**src/rtl/led_arb_pkg.sv**
```systemverilog
// Shared types and default constants for the LED bank arbiter.
package led_arb_pkg;

    typedef enum logic {
        ST_IDLE = 1'b0,
        ST_HOLD = 1'b1
    } state_t;

    localparam int unsigned NREQ_DEF  = 4;
    localparam int unsigned WIDTH_DEF = 5;
    localparam int unsigned DWELL_DEF = 4194304;

    // Short dwell used by simulation so rotations happen in a handful of cycles.
    localparam int unsigned DWELL_SIM = 4;

endpackage

```
**src/rtl/led_bank_arbiter_rr_pick.sv**
```systemverilog
// Rotating priority encoder: finds the first requesting, non-excluded source
// searching upward from ptr+1 and wrapping modulo NREQ.
module rr_pick #(
    parameter  int unsigned NREQ = 4,
    localparam int unsigned IW   = $clog2(NREQ)
) (
    input  logic [NREQ-1:0] req,
    input  logic [IW-1:0]   ptr,
    input  logic [NREQ-1:0] excl,
    output logic [NREQ-1:0] onehot,
    output logic [IW-1:0]   index,
    output logic            any
);

    logic [NREQ-1:0] cand;
    int unsigned     idx;

    assign cand = req & ~excl;

    // Walk NREQ positions starting just after ptr; the first candidate wins.
    always_comb begin
        onehot = '0;
        index  = '0;
        any    = 1'b0;
        idx    = 0;
        for (int unsigned i = 1; i <= NREQ; i++) begin
            idx = (int'(ptr) + i) % NREQ;
            if (!any && cand[idx]) begin
                any         = 1'b1;
                index       = IW'(idx);
                onehot[idx] = 1'b1;
            end
        end
    end

endmodule

```
**src/rtl/led_bank_arbiter.sv**
```systemverilog
// Round-robin arbiter sharing the LED bank between NREQ pattern sources,
// with a minimum dwell per grant and registered outputs only.
// Optional feature macro: LED_ARB_PRIO_EN (source 0 preempts and holds
// while requesting; the rr pointer is not moved by source-0 grants).
module led_bank_arbiter
    import led_arb_pkg::*;
#(
    parameter int unsigned NREQ  = NREQ_DEF,
    parameter int unsigned WIDTH = WIDTH_DEF,
    parameter int unsigned DWELL = DWELL_DEF
) (
    input  logic                  clk,
    input  logic                  resetn,
    input  logic [NREQ-1:0]       req,
    input  logic [NREQ*WIDTH-1:0] pat,
    output logic [NREQ-1:0]       gnt,
    output logic [WIDTH-1:0]      leds,
    output logic                  busy,
    output logic                  swp
);

    localparam int unsigned IW = $clog2(NREQ);
    localparam int unsigned CW = $clog2(DWELL);
    localparam logic [CW-1:0] CNT_RELOAD = CW'(DWELL - 1);

    state_t            state_q, state_d;
    logic [NREQ-1:0]   gnt_q, gnt_d;
    logic [WIDTH-1:0]  leds_q, leds_d;
    logic              busy_q, busy_d;
    logic              swp_q, swp_d;
    logic [CW-1:0]     cnt_q, cnt_d;
    logic [IW-1:0]     ptr_q, ptr_d;
    logic [IW-1:0]     cur_q, cur_d;

    logic [NREQ-1:0]   pk_onehot;
    logic [IW-1:0]     pk_index;
    logic              pk_any;
    logic [CW-1:0]     cnt_dec;
    logic [WIDTH-1:0]  cur_pat;

    // gnt_q is the one-hot of the current holder (zero when idle), so it
    // doubles as the exclusion mask for re-arbitration.
    rr_pick #(
        .NREQ (NREQ)
    ) u_pick (
        .req    (req),
        .ptr    (ptr_q),
        .excl   (gnt_q),
        .onehot (pk_onehot),
        .index  (pk_index),
        .any    (pk_any)
    );

    assign cnt_dec = (cnt_q == '0) ? '0 : cnt_q - CW'(1);
    assign cur_pat = pat[cur_q*WIDTH +: WIDTH];

    // Next-state, grant, dwell counter, pointer and LED drive.
    always_comb begin
        state_d = state_q;
        gnt_d   = gnt_q;
        busy_d  = busy_q;
        swp_d   = 1'b0;
        cnt_d   = cnt_q;
        ptr_d   = ptr_q;
        cur_d   = cur_q;
        leds_d  = (state_q == ST_HOLD) ? cur_pat : '0;

        case (state_q)
            ST_IDLE: begin
`ifdef LED_ARB_PRIO_EN
                if (req[0]) begin
                    state_d  = ST_HOLD;
                    gnt_d    = '0;
                    gnt_d[0] = 1'b1;
                    cur_d    = '0;
                    busy_d   = 1'b1;
                    swp_d    = 1'b1;
                    cnt_d    = CNT_RELOAD;
                end else
`endif
                if (pk_any) begin
                    state_d = ST_HOLD;
                    gnt_d   = pk_onehot;
                    cur_d   = pk_index;
                    ptr_d   = pk_index;
                    busy_d  = 1'b1;
                    swp_d   = 1'b1;
                    cnt_d   = CNT_RELOAD;
                end
            end

            ST_HOLD: begin
`ifdef LED_ARB_PRIO_EN
                if (req[0] && (cur_q != '0)) begin
                    gnt_d    = '0;
                    gnt_d[0] = 1'b1;
                    cur_d    = '0;
                    swp_d    = 1'b1;
                    cnt_d    = CNT_RELOAD;
                end else
`endif
                if (!req[cur_q]) begin
                    if (pk_any) begin
                        gnt_d = pk_onehot;
                        cur_d = pk_index;
                        ptr_d = pk_index;
                        swp_d = 1'b1;
                        cnt_d = CNT_RELOAD;
                    end else begin
                        state_d = ST_IDLE;
                        gnt_d   = '0;
                        busy_d  = 1'b0;
                        leds_d  = '0;
                        cnt_d   = '0;
                    end
                end
`ifdef LED_ARB_PRIO_EN
                else if (cur_q == '0) begin
                    cnt_d = cnt_dec;
                end
`endif
                else if (cnt_q == '0) begin
                    if (pk_any) begin
                        gnt_d = pk_onehot;
                        cur_d = pk_index;
                        ptr_d = pk_index;
                        swp_d = 1'b1;
                    end
                    cnt_d = CNT_RELOAD;
                end else begin
                    cnt_d = cnt_dec;
                end
            end

            default: begin
                state_d = ST_IDLE;
                gnt_d   = '0;
                busy_d  = 1'b0;
                leds_d  = '0;
            end
        endcase
    end

    // State register; reset starts the pointer at NREQ-1 so the first search begins at 0.
    always_ff @(posedge clk or negedge resetn) begin
        if (!resetn) begin
            state_q <= ST_IDLE;
            gnt_q   <= '0;
            leds_q  <= '0;
            busy_q  <= 1'b0;
            swp_q   <= 1'b0;
            cnt_q   <= '0;
            ptr_q   <= IW'(NREQ - 1);
            cur_q   <= '0;
        end else begin
            state_q <= state_d;
            gnt_q   <= gnt_d;
            leds_q  <= leds_d;
            busy_q  <= busy_d;
            swp_q   <= swp_d;
            cnt_q   <= cnt_d;
            ptr_q   <= ptr_d;
            cur_q   <= cur_d;
        end
    end

    assign gnt  = gnt_q;
    assign leds = leds_q;
    assign busy = busy_q;
    assign swp  = swp_q;

endmodule

```
**config.mk**
```make
export PLATFORM = sky130hd
export DESIGN_NAME = led_bank_arbiter
export DESIGN_NICKNAME = d
export VERILOG_FILES = /design/src/rtl/led_arb_pkg.sv /design/src/rtl/led_bank_arbiter_rr_pick.sv /design/src/rtl/led_bank_arbiter.sv
export SDC_FILE = /design/constraint.sdc
export NUM_CORES = 1
export LEC_CHECK = 0
export BUFFER_PORTS_ARGS = -buffer_cell sky130_fd_sc_hd__buf_2
export CAP_MARGIN = 0
export CORE_AREA = 2 2 74 76
export CTS_BUF_LIST = sky130_fd_sc_hd__clkbuf_4
export DETAILED_ROUTE_END_ITERATION = 7
export DIE_AREA = 0 0 76 78
export MAX_ROUTING_LAYER = met4
export PLACE_DENSITY_LB_ADDON = 0.1
export RECOVER_POWER = 25
export SLEW_MARGIN = 20
export SYNTH_ARGS = -nofsm -noshare
export SYNTH_HDL_FRONTEND = slang
export SYNTH_SLANG_ARGS = --single-unit
export TNS_END_PERCENT = 50
```
**constraint.sdc**
```tcl
create_clock -name clk -period 3.2 [get_ports clk]
set_clock_uncertainty 0.2 [all_clocks]
set_input_delay 0.8 -clock clk [delete_from_list [all_inputs] [get_ports clk]]
set_output_delay 0.8 -clock clk [all_outputs]
set_load 0.02 [all_outputs]
```
==> results of run 1 <==
-- state kept, by name, indices dropped and copies added, names as in the netlist --
| register | flops |
|---|---|
| leds | 5 |
| state_q | 1 |
| busy | 1 |
| gnt | 4 |
| swp | 1 |
| cur_q | 2 |
| cnt_q | 22 |
| ptr_q | 2 |
-- per-stage QoR --
stage	setup slack, ps	power (W)	hold slack [ps]	util [%]	instances
final	242	0.00249	331	56.8	386
after global routing	97.4	0.00270	367	56.8	386
after CTS	246	0.00250	329	56.8	386
after detailed placement	272	0.00209	303	54.8	378
after floorplan	415	0.00175	264	-	278
after global placement	334	0.00208	303	54.8	378
-- synthesized netlist by cell type, drive strengths merged, types with 8 or more instances --
cell type / instances / area [sq um]
nand3: 10 / 50.1
ha: 9 / 113
dfrtp: 36 / 901
inv: 15 / 56.3
and3: 10 / 62.6
nor3: 8 / 40.0
nand2b: 10 / 62.6
nand2: 21 / 86.3
mux4: 8 / 180
clkbuf: 9 / 33.8
nor2: 17 / 63.8
a21oi: 30 / 150
o21ai: 30 / 161
-- worst min-delay path: stages (launching register included) --
cell and delay, ps:
dfrtp_1 390, nand2_1 50, o21ai_0 60
-- area by class of cell --
type                       instances  area share (%)
clock buffer                       5            1.31
clock inverter                     3            2.23
inverter                          15            1.97
multi-input combinational        210            49.5
sequential                        38            33.3
tap                               70            3.06
timing repair buffer              45            8.61
-- final timing paths --
path                        endpoint  slack (ps)  depth (start not counted)
min in group asynchronous    leds[4]         770                          1
max in group asynchronous  cnt_q[20]         870                          1
max                           gnt[1]         240                          8
min                             busy         330                          2
max reg2reg                   gnt[1]         240                          8
min reg2reg                     busy         330                          2
-- cell families (layout without fill, tap and decap cells) --
family	after synthesis	in the layout
compound gates	94	94
flops	38	38
buf+inv	30	68
fa+ha+maj	9	9
xor+xnor	1	1
simple gates	98	98
mux	8	8
-- layer usage --
| metal | vias to the layer above | track usage [%] |
|---|---|---|
| li1 | 1098 | - |
| met1 | 1084 | 30.4 |
| met2 | 80 | 35.0 |
| met3 | 4 | 4.65 |
| met4 | 0 | 6.18 |
| met5 | - | - |
-- power breakdown --
part	leakage [nW]	total, W	internal [W]	switching [W]
clock	0.0528	0.000404	0.000241	0.000163
combinational	0.807	0.00122	0.000533	0.000692
sequential	0.396	0.000865	0.000663	0.000203
total	1.26	0.00249	0.00144	0.00106
-- cells in the final DEF (no fill, tap or decap), types with 2 or more instances in the layout --
cell,synthesis,final
ha_1,9,9
a211oi_1,2,2
nor4_1,4,4
or4_1,3,3
o21a_1,2,2
buf_2,5,35
o221ai_1,4,4
o21ai_1,2,2
nand2b_1,10,10
buf_4,0,9
o31ai_1,2,2
o21ai_0,27,27
dfrtp_1,36,36
nand2_1,20,20
nor2_1,17,17
a31oi_1,2,2
bufinv_16,0,2
a21oi_1,30,30
nor3_1,8,8
a22oi_1,6,6
clkbuf_4,0,5
nor2b_1,4,4
or4_4,2,2
dfstp_2,2,2
or3b_1,2,2
a21o_1,6,6
mux4_2,8,8
and3_1,10,10
nand3_1,10,10
inv_1,15,15
==> metrics.md, run 1 <==
| Metric | Value |
|---|---|
| Final TNS setup | `0 ps` |
| Post-route design area | `2860 sq um` |
| DR WL met2 | `~2800 um` |
| Critical path origin | `cnt_q[0]` |
| Slew headroom | `-31.9%` |
| Post-CTS Setup Inserts | `0` |
| DR pass1 iterations | `4` |
| Placement Rows | `26` |
| Antenna diodes | `0` |
| Post-CTS Hold Buffers | `0` |
| GPL Wtd Cong | `between 1 and 1.5` |
| Slew @ Worst Pin | `about 2000 ps` |
| Crit. End Element | `flop` |
| Synth Area in Simple Gates | `about 21%` |
| Syn nets | `~310` |
| Worst path max stage delay | `between 600 and 700 ps` |
| Maximum clock frequency | `roughly 0.34 GHz` |
| Clock sinks | `38` |
| Cells after Synth | `between 200 and 300` |
| Minimum clock period after layout | `between 2000 and 3000 ps` |
| R2R Path Start | `cnt_q[0]` |
| Max-slew violations | `39` |
| Final hold violations | `0` |
| Worst path required time | `3250 ps` |
| CTS resizes | `0` |
| CP bufs+invs | `1` |
| Hold path start | `busy` |
| #FFs+latches synth | `38` |
| Synth Area in XOR/XNOR | `0.351%` |
| Multiplexer share of the synthesized area | `7.21%` |
| Die X-Extent | `around 76 um` |
| Clk buf depth | `2` |
| Post-detail-place hpwl | `between 4000 and 5000 um` |
| Final setup fails | `0` |
| Highest fanout seen on the critical path | `12` |
| Initial antenna violation count | `0` |
| Synth-to-Final Area Change | `14.6%` |
| Multi-input gate area | `between 1000 and 1500 sq um` |
| Fillers | `454` |
| Worst setup path class | `flop to flop` |
| DRC violations left | `0` |
| Initial Util | `49.6%` |
| Violated checks | `max-capacitance violations, max-slew violations` |
| Post-synth cell types | `just under 50` |
| Crit path max-delay family | `simple AND/OR/NAND/NOR gates` |
| Core area | `~5000 sq um` |
| Outcome | `finished, violations left` |
| Vias in the first global route | `between 2000 and 2500` |
| Final wirelength | `between 6000 and 7000 um` |
| Hold WC Path Type | `flop to flop` |
| Slowest cell on the critical path | `or4_4` |
| Pwr/cell area | `between 800 and 900 nW/um^2` |
| Post-synth EDFFs | `0` |
| Reg area | `about 950 sq um` |
| Pleak | `1.26 nW` |
| RSZ-0062 raised after global routing | `false` |
| Post-synthesis compound-gate area fraction | `~23%` |
| First-pass GRT wire length | `around 11000 um` |
| Routed wl met3 | `326 um` |
| Post-synth ARST share | `100%` |
| Layout cell share with drive strength beyond 1 | `21.8%` |
| Clock Latency Late Sink | `between 300 and 400 ps` |
| CTS tree | `yes` |
| Crit path arrival time | `about 3000 ps` |
| Vias per Instance | `around 5.9` |
| Congestion Overflow GR | `0` |
| Sequential fraction of the synthesis area | `38.2%` |
| Largest family of logic cells by synthesized area | `compound AO/OA/AOI/OAI gates` |
| DIE AREA | `roughly 5900 sq um` |
| Worst-path clk slew | `between 100 and 150 ps` |
| Largest net degree at the start of global routing | `39` |
| Synthesized area | `2500 sq um` |
| Gr usage total | `between 20% and 30%` |
| DR vias | `around 2300` |
| Die H | `just under 80 um` |
| Fin nets | `350` |
| Max-cap violations | `1` |
| Worst setup SP type | `flop` |
| Max Used Layer | `met4` |
| Part of the cycle the worst path needs | `92.4%` |
| Crit-path cells | `inv_1, ha_1, or3b_1, or4_4, o21ai_4, nand2_4, and3_1, a21o_1` |
| Wire length on met1 | `between 2000 and 3000 um` |
| CTS buffer count | `5` |
| Placed Area | `2760 sq um` |
| Syn. warnings | `0` |
| Adder and majority gate portion of the synthesized area | `around 4.5%` |
| DRT antenna net count | `0` |
| Initial DRC Count | `~140` |
| Ys flop type | `dfrtp_1` |
| # port buffers | `36` |
| Avg WL per Cell | `between 15 and 20 um` |
| Worst ir drop on vdd | `0.000442 V` |
| Synth Area per Inst | `8.99 sq um` |
| IO Pins | `37` |
| Clock Tree Root | `clkbuf_4` |
| H-Tree Depth | `2` |
(Power assumes the default switching activity.)
==> inputs of run 2 (changes only) <==
--- a/config.mk
+++ b/config.mk
@@ -7,10 +7,10 @@
 export LEC_CHECK = 0
 export BUFFER_PORTS_ARGS = -buffer_cell sky130_fd_sc_hd__buf_2
 export CAP_MARGIN = 0
-export CORE_AREA = 2 2 74 76
+export CORE_AREA = 5 5 77 79
 export CTS_BUF_LIST = sky130_fd_sc_hd__clkbuf_4
 export DETAILED_ROUTE_END_ITERATION = 7
-export DIE_AREA = 0 0 76 78
+export DIE_AREA = 0 0 82 84
 export MAX_ROUTING_LAYER = met4
 export PLACE_DENSITY_LB_ADDON = 0.1
 export RECOVER_POWER = 25
==> run 2 against run 1 <==
The flow still finishes with violations (max-capacitance violations, max-slew violations). Combinational power barely moved. Utilization decreased by 3.3 points. Setup slack got worse by 28 ps. Non-clock buffer count unchanged. Hold slack worse by 19 ps. Critical path depth is the same. Global-route usage fell by 2.5 points. Cell count up 0.52%. Final area is 1.6% lower. Wire length grew 4.5%. Sequential share of layout area rose by 0.53 points.
==> metrics.md, run 2 (synthesis gave the netlist of run 1 again) <==
| Metric | Value |
|---|---|
| Outcome | `finished, violations left` |
| Violated checks | `max-capacitance violations, max-slew violations` |
| Routed wl met3 | `469 um (+44%)` |
| Crit path arrival time | `3030 ps (+20 ps)` |
| First-pass GRT wire length | `10500 um (-1.6%)` |
| Pwr/cell area | `829 nW/um^2 (-4.8%)` |
| Total Power | `0.00234 W (-6.3%)` |
| DIE AREA | `6890 sq um (+16%)` |
| Clock sinks | `38 (unchanged)` |
| Worst setup SP type | `flop` |
| Pleak | `1.24 nW (-1.6%)` |
| CTS tree | `yes` |
| Slew headroom | `-36.2% (-4.3 points)` |
| Post-CTS Setup Inserts | `0 (unchanged)` |
| Worst ir drop on vdd | `0.000488 V (+10%)` |
| Worst reg2reg path depth | `8 (unchanged)` |
| Max-cap violations | `1 (unchanged)` |
| Clk buf depth | `2 (unchanged)` |
| Reg2Reg Setup Slack | `210 ps (-30 ps)` |
| Congestion Overflow GR | `0 (unchanged)` |
| DRT antenna net count | `0 (unchanged)` |
| Initial DRC Count | `94 (-35%)` |
| Placement Rows | `27 (+3.8%)` |
| Final wirelength | `6340 um (+4.5%)` |
| Minimum clock period after layout | `2990 ps (+27.8 ps)` |
| Commonest non-fill, non-tap cell in the layout | `dfrtp_1` |
| Part of the cycle the worst path needs | `93.3% (+0.87 points)` |
| Die X-Extent | `82 um (+7.9%)` |
| DR pass1 iterations | `6 (+2)` |
| Maximum clock frequency | `0.335 GHz (-0.93%)` |
| Max reg flops | `22 (unchanged)` |
| DR vias | `2330 (+2.8%)` |
| Synth-to-Final Area Change | `12.8%` |
| Avg WL per Cell | `16.3 um (+3.9%)` |
| GPL Wtd Cong | `0.864 (-14%)` |
| Post-route design area | `2820 sq um (-1.6%)` |
| Largest net degree at the start of global routing | `39 (unchanged)` |
| DRC violations left | `0 (unchanged)` |
| CTS resizes | `0 (unchanged)` |
| IO Pins | `37 (unchanged)` |
| Initial antenna violation count | `0 (unchanged)` |
| Initial Util | `47.4% (-2.1 points)` |
| Worst setup path class | `flop to flop` |
| Hold depth | `2 (unchanged)` |
| R2R Path Start | `cnt_q[0]` |
| Vias per Instance | `6.01 (+2.3%)` |
| Fillers | `514 (+13%)` |
| Clock Latency Late Sink | `350 ps (about the same)` |
| Hold WC Path Type | `flop to flop` |
| Max Used Layer | `met4` |
| Clock Tree Root | `clkbuf_4` |
| CTS buffer count | `5 (unchanged)` |
| Highest fanout seen on the critical path | `12 (unchanged)` |
| Post-CTS Hold Buffers | `0 (unchanged)` |
| Die H | `84 um (+7.7%)` |
| Worst-path clk slew | `120 ps (about the same)` |
| Core area | `5270 sq um (+4.5%)` |
| Biggest register | `cnt_q` |
| # port buffers | `36 (unchanged)` |
| Wire length on met1 | `2850 um (-0.59%)` |
| Post-detail-place hpwl | `4610 um (+4.9%)` |
| Max-slew violations | `39 (unchanged)` |
| Placed Area | `2770 sq um (about the same)` |
| Layout cell share with drive strength beyond 1 | `21.8% (unchanged)` |
| Final setup fails | `0 (unchanged)` |
| Final TNS setup | `0 ps (unchanged)` |
| Worst path required time | `3240 ps (about the same)` |
| Worst Setup EP | `gnt[2]` |
| R2R Path End | `gnt[2]` |
| RSZ-0062 raised after global routing | `false` |
| Placed insts | `380 (+0.53%)` |
| Final hold violations | `0 (unchanged)` |
| Antenna diodes | `0 (unchanged)` |
| H-Tree Depth | `2 (unchanged)` |
| Slew @ Worst Pin | `2040 ps (+64.8 ps)` |
| Final Non-Filler Cells | `388 (+0.52%)` |
| Crit. End Element | `flop` |
| DR WL met2 | `2910 um (+3.2%)` |
| Critical path origin | `cnt_q[0]` |
| Vias in the first global route | `2158 (-2.4%)` |
| Gr usage total | `20.0% (-2.5 points)` |
| Most frequent cells in the layout | `36 x dfrtp_1, 35 x buf_2, 30 x a21oi_1` |
| Fin nets | `350 (unchanged)` |
-- run 2: cell count changes in the layout (fill, tap and decap cells not counted) --
cell	change
bufinv_16	-2
clkinv_2	+1
clkbuf_4	+1
-- run 2: worst min-delay path by stage --
stage	to	slack [ps]	startpoint
after CTS	busy	320	busy
after floorplan	cnt_q[12]	260	cnt_q[12]
after detailed placement	busy	290	busy
final	busy	310	busy
after global placement	busy	300	busy
after global routing	busy	350	busy
-- run 2: report_power, final --
part           internal (W)  total [W]  switching, W
logic              0.000533    0.00122      0.000690
registers          0.000663   0.000868      0.000205
clock network     0.0000911   0.000247      0.000156
-- run 2: layout make-up --
type                            instances  area [sq um]  area share [%]
Timing Repair Buffer                   45           246            8.74
Clock buffer                            6          45.0            1.60
Tap cell                               72          90.1            3.20
Multi-Input combinational cell        210          1420            50.3
Inverter                               15          56.3            2.00
Clock inverter                          2          8.76           0.311
Sequential cell                        38           953            33.8
-- run 2: per-layer routing --
layer  vias up  global-route usage [%]
li1       1111                       -
met1      1107                    28.2
met2        99                    28.6
met3        13                    3.67
met4         0                    7.40
met5         -                       -
-- run 2: worst max-delay path, stage by stage (launching register included) --
cell and delay [ps]:
dfrtp_1 420, inv_1 90, ha_1 180, or3b_1 480, or4_4 610, o21ai_4 380
nand2_4 150, and3_1 200, a21o_1 150
-- run 2: through the flow --
| stage | hold WS [ps] | util [%] | worst slack [ps] |
|---|---|---|---|
| after detailed placement | 293 | 52.5 | 270 |
| after global routing | 346 | 53.5 | 110 |
| after CTS | 319 | 53.5 | 235 |
| after global placement | 296 | 52.5 | 327 |
| final | 312 | 53.5 | 215 |
| after floorplan | 264 | - | 415 |
